$ cat config.mk
export PLATFORM = sky130hd
export DESIGN_NAME = flow_ctrl
export DESIGN_NICKNAME = d
export VERILOG_FILES = /design/src/rtl/flow_ctrl.sv
export SDC_FILE = /design/constraint.sdc
export NUM_CORES = 1
export LEC_CHECK = 0
export CAP_MARGIN = 10
export CORE_MARGIN = 3
export CORE_UTILIZATION = 44
export CTS_CLUSTER_DIAMETER = 30
export DETAILED_ROUTE_END_ITERATION = 6
export GPL_ROUTABILITY_DRIVEN = 0
export PLACE_DENSITY = 0.77
export SLEW_MARGIN = 20
export SYNTH_ARGS = -nofsm -noshare
export SYNTH_HDL_FRONTEND = slang
export SYNTH_SLANG_ARGS = --single-unit
export TNS_END_PERCENT = 1
$ cat constraint.sdc
create_clock -name clk -period 2.4 [get_ports clk]
set_clock_uncertainty 0.2 [all_clocks]
set_input_delay 0.24 -clock clk [delete_from_list [all_inputs] [get_ports clk]]
set_output_delay 0.24 -clock clk [all_outputs]
set_load 0.005 [all_outputs]
$ cat src/rtl/flow_ctrl.sv
// rtl/flow_ctrl.sv - pipeline flow controller: hazard/jump/trap/memory-wait/MDU stall
// and flush commands for PC and inter-stage registers, with perf counters.
module flow_ctrl #(
  parameter int MDU_TIMEOUT    = 64,
  parameter int FLOW_WIDTH     = 2,
  parameter int REG_ADDR_WIDTH = 5
) (
  input  logic                      clk,
  input  logic                      rst,
  input  logic                      trap_req_i,
  input  logic                      mem_stall_i,
  input  logic                      jump_taken_i,
  input  logic                      id_ex_mem_rd_i,
  input  logic [REG_ADDR_WIDTH-1:0] id_ex_rd_adder_i,
  input  logic [REG_ADDR_WIDTH-1:0] if_id_rs1_adder_i,
  input  logic [REG_ADDR_WIDTH-1:0] if_id_rs2_adder_i,
  input  logic                      rs1_used_i,
  input  logic                      rs2_used_i,
  input  logic                      mdu_start_i,
  input  logic                      mdu_done_i,
  output logic [FLOW_WIDTH-1:0]     flow_pc_o,
  output logic [FLOW_WIDTH-1:0]     flow_if_id_o,
  output logic [FLOW_WIDTH-1:0]     flow_id_ex_o,
  output logic [FLOW_WIDTH-1:0]     flow_ex_mem_o,
  output logic [FLOW_WIDTH-1:0]     flow_mem_wb_o,
  output logic                      mdu_kill_o,
  output logic [31:0]               stall_cnt_o,
  output logic [31:0]               flush_cnt_o
);

  localparam logic [FLOW_WIDTH-1:0] FLOW_WORK    = FLOW_WIDTH'(0);
  localparam logic [FLOW_WIDTH-1:0] FLOW_STOP    = FLOW_WIDTH'(1);
  localparam logic [FLOW_WIDTH-1:0] FLOW_REFRESH = FLOW_WIDTH'(2);
  localparam logic [7:0]            WAIT_LAST    = 8'(MDU_TIMEOUT - 1);

  typedef enum logic {ST_RUN, ST_MDU_WAIT} state_t;

  state_t      r_state;
  state_t      w_state_next;
  logic        r_done_pend;
  logic [7:0]  r_wait_cnt;
  logic [31:0] r_stall_cnt;
  logic [31:0] r_flush_cnt;

  logic w_in_wait;
  logic w_done_any;
  logic w_timeout;
  logic w_load_use;
  logic w_set_pend;
  logic w_clr_wait;
  logic w_flush_inc;

  assign w_in_wait  = (r_state == ST_MDU_WAIT);
  assign w_done_any = r_done_pend | mdu_done_i;
  assign w_timeout  = w_in_wait && (r_wait_cnt == WAIT_LAST) && !w_done_any;
  assign w_load_use = id_ex_mem_rd_i && (id_ex_rd_adder_i != '0) &&
                      ((rs1_used_i && (if_id_rs1_adder_i == id_ex_rd_adder_i)) ||
                       (rs2_used_i && (if_id_rs2_adder_i == id_ex_rd_adder_i)));

  always_comb begin
    flow_pc_o     = FLOW_WORK;
    flow_if_id_o  = FLOW_WORK;
    flow_id_ex_o  = FLOW_WORK;
    flow_ex_mem_o = FLOW_WORK;
    flow_mem_wb_o = FLOW_WORK;
    mdu_kill_o    = 1'b0;
    w_state_next  = r_state;
    w_set_pend    = 1'b0;
    w_clr_wait    = 1'b0;
    w_flush_inc   = 1'b0;
    if (trap_req_i) begin
      flow_if_id_o  = FLOW_REFRESH;
      flow_id_ex_o  = FLOW_REFRESH;
      flow_ex_mem_o = FLOW_REFRESH;
      w_flush_inc   = 1'b1;
      if (w_in_wait) begin
        mdu_kill_o   = 1'b1;
        w_state_next = ST_RUN;
      end
    end else if (mem_stall_i) begin
      flow_pc_o     = FLOW_STOP;
      flow_if_id_o  = FLOW_STOP;
      flow_id_ex_o  = FLOW_STOP;
      flow_ex_mem_o = FLOW_STOP;
      flow_mem_wb_o = FLOW_REFRESH;
      // a done pulse hidden behind the stall is remembered for the next free cycle
      w_set_pend    = w_in_wait && mdu_done_i;
      if (w_timeout) begin
        mdu_kill_o   = 1'b1;
        w_state_next = ST_RUN;
      end
    end else if (w_in_wait && !w_done_any) begin
      flow_pc_o     = FLOW_STOP;
      flow_if_id_o  = FLOW_STOP;
      flow_id_ex_o  = FLOW_STOP;
      flow_ex_mem_o = FLOW_REFRESH;
      if (w_timeout) begin
        mdu_kill_o   = 1'b1;
        w_state_next = ST_RUN;
      end
    end else if (w_in_wait) begin
      w_state_next = ST_RUN;
    end else if (jump_taken_i) begin
      flow_if_id_o = FLOW_REFRESH;
      flow_id_ex_o = FLOW_REFRESH;
      w_flush_inc  = 1'b1;
    end else if (mdu_start_i) begin
      flow_pc_o     = FLOW_STOP;
      flow_if_id_o  = FLOW_STOP;
      flow_id_ex_o  = FLOW_STOP;
      flow_ex_mem_o = FLOW_REFRESH;
      w_state_next  = ST_MDU_WAIT;
      w_clr_wait    = 1'b1;
    end else if (w_load_use) begin
      flow_pc_o    = FLOW_STOP;
      flow_if_id_o = FLOW_STOP;
      flow_id_ex_o = FLOW_REFRESH;
    end
    if (rst) begin
      flow_pc_o     = FLOW_REFRESH;
      flow_if_id_o  = FLOW_REFRESH;
      flow_id_ex_o  = FLOW_REFRESH;
      flow_ex_mem_o = FLOW_REFRESH;
      flow_mem_wb_o = FLOW_REFRESH;
      mdu_kill_o    = 1'b0;
    end
  end

  always_ff @(posedge clk or posedge rst) begin
    if (rst) begin
      r_state     <= ST_RUN;
      r_done_pend <= 1'b0;
      r_wait_cnt  <= 8'd0;
      r_stall_cnt <= 32'd0;
      r_flush_cnt <= 32'd0;
    end else begin
      r_state <= w_state_next;
      if (w_state_next == ST_RUN) begin
        r_done_pend <= 1'b0;
      end else if (w_set_pend) begin
        r_done_pend <= 1'b1;
      end
      if (w_clr_wait) begin
        r_wait_cnt <= 8'd0;
      end else if (w_in_wait) begin
        r_wait_cnt <= r_wait_cnt + 8'd1;
      end
      if (flow_pc_o != FLOW_WORK) begin
        r_stall_cnt <= r_stall_cnt + 32'd1;
      end
      if (w_flush_inc) begin
        r_flush_cnt <= r_flush_cnt + 32'd1;
      end
    end
  end

  assign stall_cnt_o = r_stall_cnt;
  assign flush_cnt_o = r_flush_cnt;

endmodule
## After elaboration in Yosys (flattened, before gate mapping)

Cells that the tools add are included.

- Logic and storage cells: 85
- Register bits: 74
- Input port bits: 25

- Reductions and logical operators: 13
- Mux-type cells: 59
- Equal/unequal tests: 4
- Bitwise logic cells: 1
- Add/sub/neg operators: 3

Operator list:

| kind | number |
|---|---|
| $add 32x1->32 const B | 2 |
| $mux 2 | 26 |
| $mux 1 | 31 |
| $mux 8 | 2 |
| $eq 5x5->1 | 2 |
| $add 8x1->8 const B | 1 |
| $eq 8x6->1 const B | 1 |
| $logic_and 1x1->1 | 8 |
| $reduce_bool 5->1 | 1 |
| $reduce_bool 2->1 | 2 |
| $ne 2x1->1 const B | 1 |
| $logic_not 1->1 | 1 |
| $logic_or 1x1->1 | 1 |
| $or 1x1->1 | 1 |

## Depth between registers and ports, before layout

- Depth in word-level cells: 13
- Gate-level depth with buffers: 7

## Worst setup path before layout

OpenSTA, ideal clock, no wires.

- Path type: input -> register
- From: in rst
- To: reg r_stall_cnt[1], in the netlist stall_cnt_o[1]
- Buffers on the path: 1
- Required time: 2,075 ps
- Arrival: 2,929 ps
- Stages on the path: 5
- Setup time: 125 ps
- Slack: -854 ps
- Path through: inv_1 -> o21ai_1 -> a31oi_4 -> buf_6 -> mux2_2

- Cells in the longest elaborated chain, start to end: 2

Ends and longest elaborated chain:

| item | RTL line | text |
|---|---|---|
| from (decl) | 9 | `input logic rst,` |
| $mux 2 | 119 | `if (rst) begin` |
| $reduce_bool 2->1 | 148 | `if (flow_pc_o != FLOW_WORK) begin` |
| to (signal assigned) | 149 | `r_stall_cnt <= r_stall_cnt + 32'd1;` |
| to (decl) | 42 | `logic [31:0] r_stall_cnt;` |

Every way passes these cells.
A chain may end at the register's enable or synchronous reset.

## Worst setup path in the final report

- From: reg r_wait_cnt[0]
- To: out mdu_kill_o

- Cells in the longest elaborated chain, start to end: 8

Ends and longest elaborated chain:

| item | RTL line | text |
|---|---|---|
| from (decl) | 41 | `logic [7:0] r_wait_cnt;` |
| from (signal assigned) | 146 | `r_wait_cnt <= r_wait_cnt + 8'd1;` |
| $eq 8x6->1 (*) | 55 | `assign w_timeout = w_in_wait && (r_wait_cnt == WAIT_LAST) && !w_done_any;` |
| $logic_and 1x1->1 (*) (2 in a row) | 55 |  |
| $mux 1 (*) | 88, 97 |  |
| $mux 1 | 92 | `end else if (w_in_wait && !w_done_any) begin` |
| $mux 1 (*) | 80 | `end else if (mem_stall_i) begin` |
| $mux 1 (*) | 71 | `if (trap_req_i) begin` |
| $mux 1 (*) | 119 |  |
| to (decl) | 26 | `output logic mdu_kill_o,` |

Every way passes the cells marked *; elsewhere a longest branch is shown, timed or not.

==> results.toml <==
[global_route]
globalRoute.totalOverflow = 0
grt_util_all_layers_pct = 18.88
grt_pass1_wl_um = 14780
grt_start_max_net_pins = 54
grt_antenna_before_repair = 0
number_of_global_route_vias_before_repair = 3066

[yosys]
post_syn_nets = 375
cell_area_synth_um2 = 3686
seq_area_frac_synth_pct = 50.24
netlist-cell-type-count = 46
post_synth_main_area_contributors = "sky130_fd_sc_hd__dfrtp_1 (50%), sky130_fd_sc_hd__xor2_1 (9.5%), sky130_fd_sc_hd__xnor2_1 (8.8%)"
synth_edf_count = 0
post_synth.cell_area_avg_um2 = 10.62
ys.warnings.count = 0
synth_async_sr_flop_share_pct = 100.0
netlist.area_leader.share_pct = 50.24
synthCells = 347
synth-main-ff-cell = "sky130_fd_sc_hd__dfrtp_1"
synth_area_leader_cell = "sky130_fd_sc_hd__dfrtp_1"
ys_ff_latch = 74

[clock_network]
max_clock_buf_depth = 2
tritoncts = "built"
cts-root-buf = "sky130_fd_sc_hd__clkbuf_8"
cts_buffers = 9
clk_transition_reported_paths_ns = 0.08
cts_hold_buf = 0
worstSkewPairLatency_ns = 0.34
htree_levels = 3
cts.sink_count = 74

[power]
switchingPower_w = 0.001133
p_total_w = 0.003737
power.internal_w = 0.002604
p_per_area_nw_per_um2 = 689.5
static-leakage-power_nw = 2.295
power.clock.fraction_pct = 25.6
seqPwrFrac_pct = 47.0
p_sw_share_pct = 30.33
comb_power_share_pct = 27.4
max_rail_drop_vdd_mv = 0.6830

[critical_path]
r2r_slack_ns = 0.18
arrival_ns = 1.94
endpoint_kind = "output port"
worstSetupStartpointType = "register"
worst-endpoint-required_ns = 1.96
critical_path_class = "reg -> out"
worst_r2r_startpoint = "stall_cnt_o[19]$_DFFE_PP0P_"
maximum_cell_stage_delay_along_the_critical_path_ns = 0.50
critical_path.cell_chain = "ha_2 > nand3_1 > nor2_2 > a31o_4 > and2_1 > clkdlybuf4s50_1"
timing.reg2reg.worst_path_depth = 6
critical_register_to_register_path_endpoint = "stall_cnt_o[31]$_DFFE_PP0P_"
slowest_stage = "sky130_fd_sc_hd__clkdlybuf4s50_1"
worstPathMaxFanout = 3

[drt]
antenna_left = 0
detail_route.drc_violations = 0
drt_iter0_markers = 87
number_of_search_and_repair_iterations_in_the_first_detailed_routing_pass = 4
wire_per_inst_um = 15.03
post_drt_via_cell_ratio = 5.214
route.final.wire_length_um = 8838
number_of_vias_after_detailed_routing = 3066

[hold_path]
hold_path.startpoint = "flush_cnt_o[31]$_DFFE_PP0P_"
whs_endpoint = "flush_cnt_o[31]$_DFFE_PP0P_"
hold-path-cell-count = 1
hold_path.class = "reg -> reg"

[layout]
fillCellCount = 610
layout_common_cells = "sky130_fd_sc_hd__clkdlybuf4s50_1 (88), sky130_fd_sc_hd__dfrtp_1 (73), sky130_fd_sc_hd__xor2_1 (40)"
area.growth.synth_to_final_pct = 47.05
insertedDiodeCount = 0
final_layout_size_suffix_gt1_share_pct = 16.67
final-seq-area_um2 = 1853
leading_cell_type_in_the_layout_fill_and_taps_excluded = "sky130_fd_sc_hd__clkdlybuf4s50_1"
final_core_utilization_pct = 68.37
fin_nets = 509
layout.cell_area.non_filler_um2 = 5420
multi_input_area_um2 = 1922

[floorplan]
die_area_um2 = 9511
die_extent_in_y_um = 97.53
floorplan.initialDensity_pct = 46.50
floorplan.die.width_um = 97.53
num_rows = 32
floorplan.core_area_um2 = 7928
pin_count = 100

[sta]
timing.slew.headroom_pct = 56.22
setup_repair_after_global_routing_missed_its_margin = "true"
min_period_ns = 2.381
totalNegativeSetupSlack_ns = 0
timing.final.setup_violations = 0
maxClockFrequency_ghz = 0.4201
tightestPinTransition_ns = 0.6566
slew_violations = 0
fin_ws_ns = 0.01943
crit_share_post_route_pct = 99.19
final-hold-violation-count = 0

[run]
max-cap-violations = 0

[placement]
portBuffers = 98
preCtsSetupSlack_ns = -0.2500
post-dp-hpwl_um = 6590
placedInstanceArea_um2 = 5137

[status]
result_of_the_run = "complete, no violations"
[layer usage]
metal	up-vias	routed length, µm	track usage, %
met5	-	0	0
met4	0	126	5.431
met3	14	349	4.594
met2	77	4482	32.58
met1	1496	3879	23.47
li1	1479	-	-
[registers in the layout, indices dropped and copies added (netlist names)]
name	flops
flush_cnt_o	32
stall_cnt_o	32
r_wait_cnt	8
r_done_pend	1
r_state	1
[what timing repair did]
action                                  4_1_cts  5_1_grt
buffers inserted                              2        6
pin swaps                                     3        5
endpoints found under the setup margin        5        3
gates resized for setup                       9        7
[layout make-up]
class	count	area share, %
timing repair buffer	133	23.91
multi-input combinational	257	35.46
inverter	6	0.4848
clock buffer	11	2.609
sequential	74	34.19
clock inverter	5	0.9926
tap	102	2.355
[power groups by stage]
stage	combinational [W]	sequential, W	clock (W)
finish	0.00102	0.00176	0.000957
global route	0.00113	0.00180	0.00103
CTS	0.00100	0.00176	0.000978
detailed placement	0.000997	0.00178	0
global placement	0.000967	0.00176	0
floorplan	0.000445	0.00173	0
[cell usage after synthesis, types with 3 or more instances]
master	count
sky130_fd_sc_hd__ha_1	3
sky130_fd_sc_hd__and4_1	6
sky130_fd_sc_hd__buf_6	3
sky130_fd_sc_hd__clkbuf_1	3
sky130_fd_sc_hd__nand3_1	23
sky130_fd_sc_hd__nor4_1	9
sky130_fd_sc_hd__nand2_1	27
sky130_fd_sc_hd__xor2_1	40
sky130_fd_sc_hd__a21oi_1	5
sky130_fd_sc_hd__nor3_1	17
sky130_fd_sc_hd__or3_1	3
sky130_fd_sc_hd__o21ai_0	4
sky130_fd_sc_hd__and3_1	3
sky130_fd_sc_hd__inv_1	6
sky130_fd_sc_hd__dfrtp_1	74
sky130_fd_sc_hd__nand4_1	19
sky130_fd_sc_hd__nor2_1	27
sky130_fd_sc_hd__xnor2_1	37
[worst max-delay path, delay by kind of cell, from the launching register on]
kind | cells | cell delay (ns)
buffers and inverters | 1 | 0.50
AOI/OAI and AO/OA | 1 | 0.17
DFF | 1 | 0.38
and+or+nand+nor | 3 | 0.35
adders and majority gates | 1 | 0.20
[cell families after synthesis]
kind of cell	share of synthesized area (%)
xor gates and xnor gates	18.30
adders and majority gates	1.018
other	0.1017
buffers and inverters	2.512
and+or+nand+nor	22.91
muxes	0.8825
DFF	50.24
AOI/OAI and AO/OA	4.039
[per-stage QoR]
stage / hold slack (ns) / cells
2_1_floorplan: 0.2151 / 347
3_3_place_gp: 0.2523 / 564
3_5_place_dp: 0.2579 / 564
4_1_cts: 0.2353 / 582
5_1_grt: 0.2970 / 588
6_report: 0.2762 / 588
[worst max path at each step]
stage / from / endpoint
after global placement: id_ex_rd_adder_i[1] / flow_id_ex_o[1]
final: r_wait_cnt[0]$_DFFE_PP0P_ / mdu_kill_o
after global routing: r_wait_cnt[0]$_DFFE_PP0P_ / mdu_kill_o
after CTS: r_state$_DFF_PP0_ / flow_id_ex_o[0]
after floorplan: rst / stall_cnt_o[26]$_DFFE_PP0P_
after detailed placement: id_ex_rd_adder_i[3] / flow_pc_o[0]
Note: power is estimated with default switching activity, not from simulation.
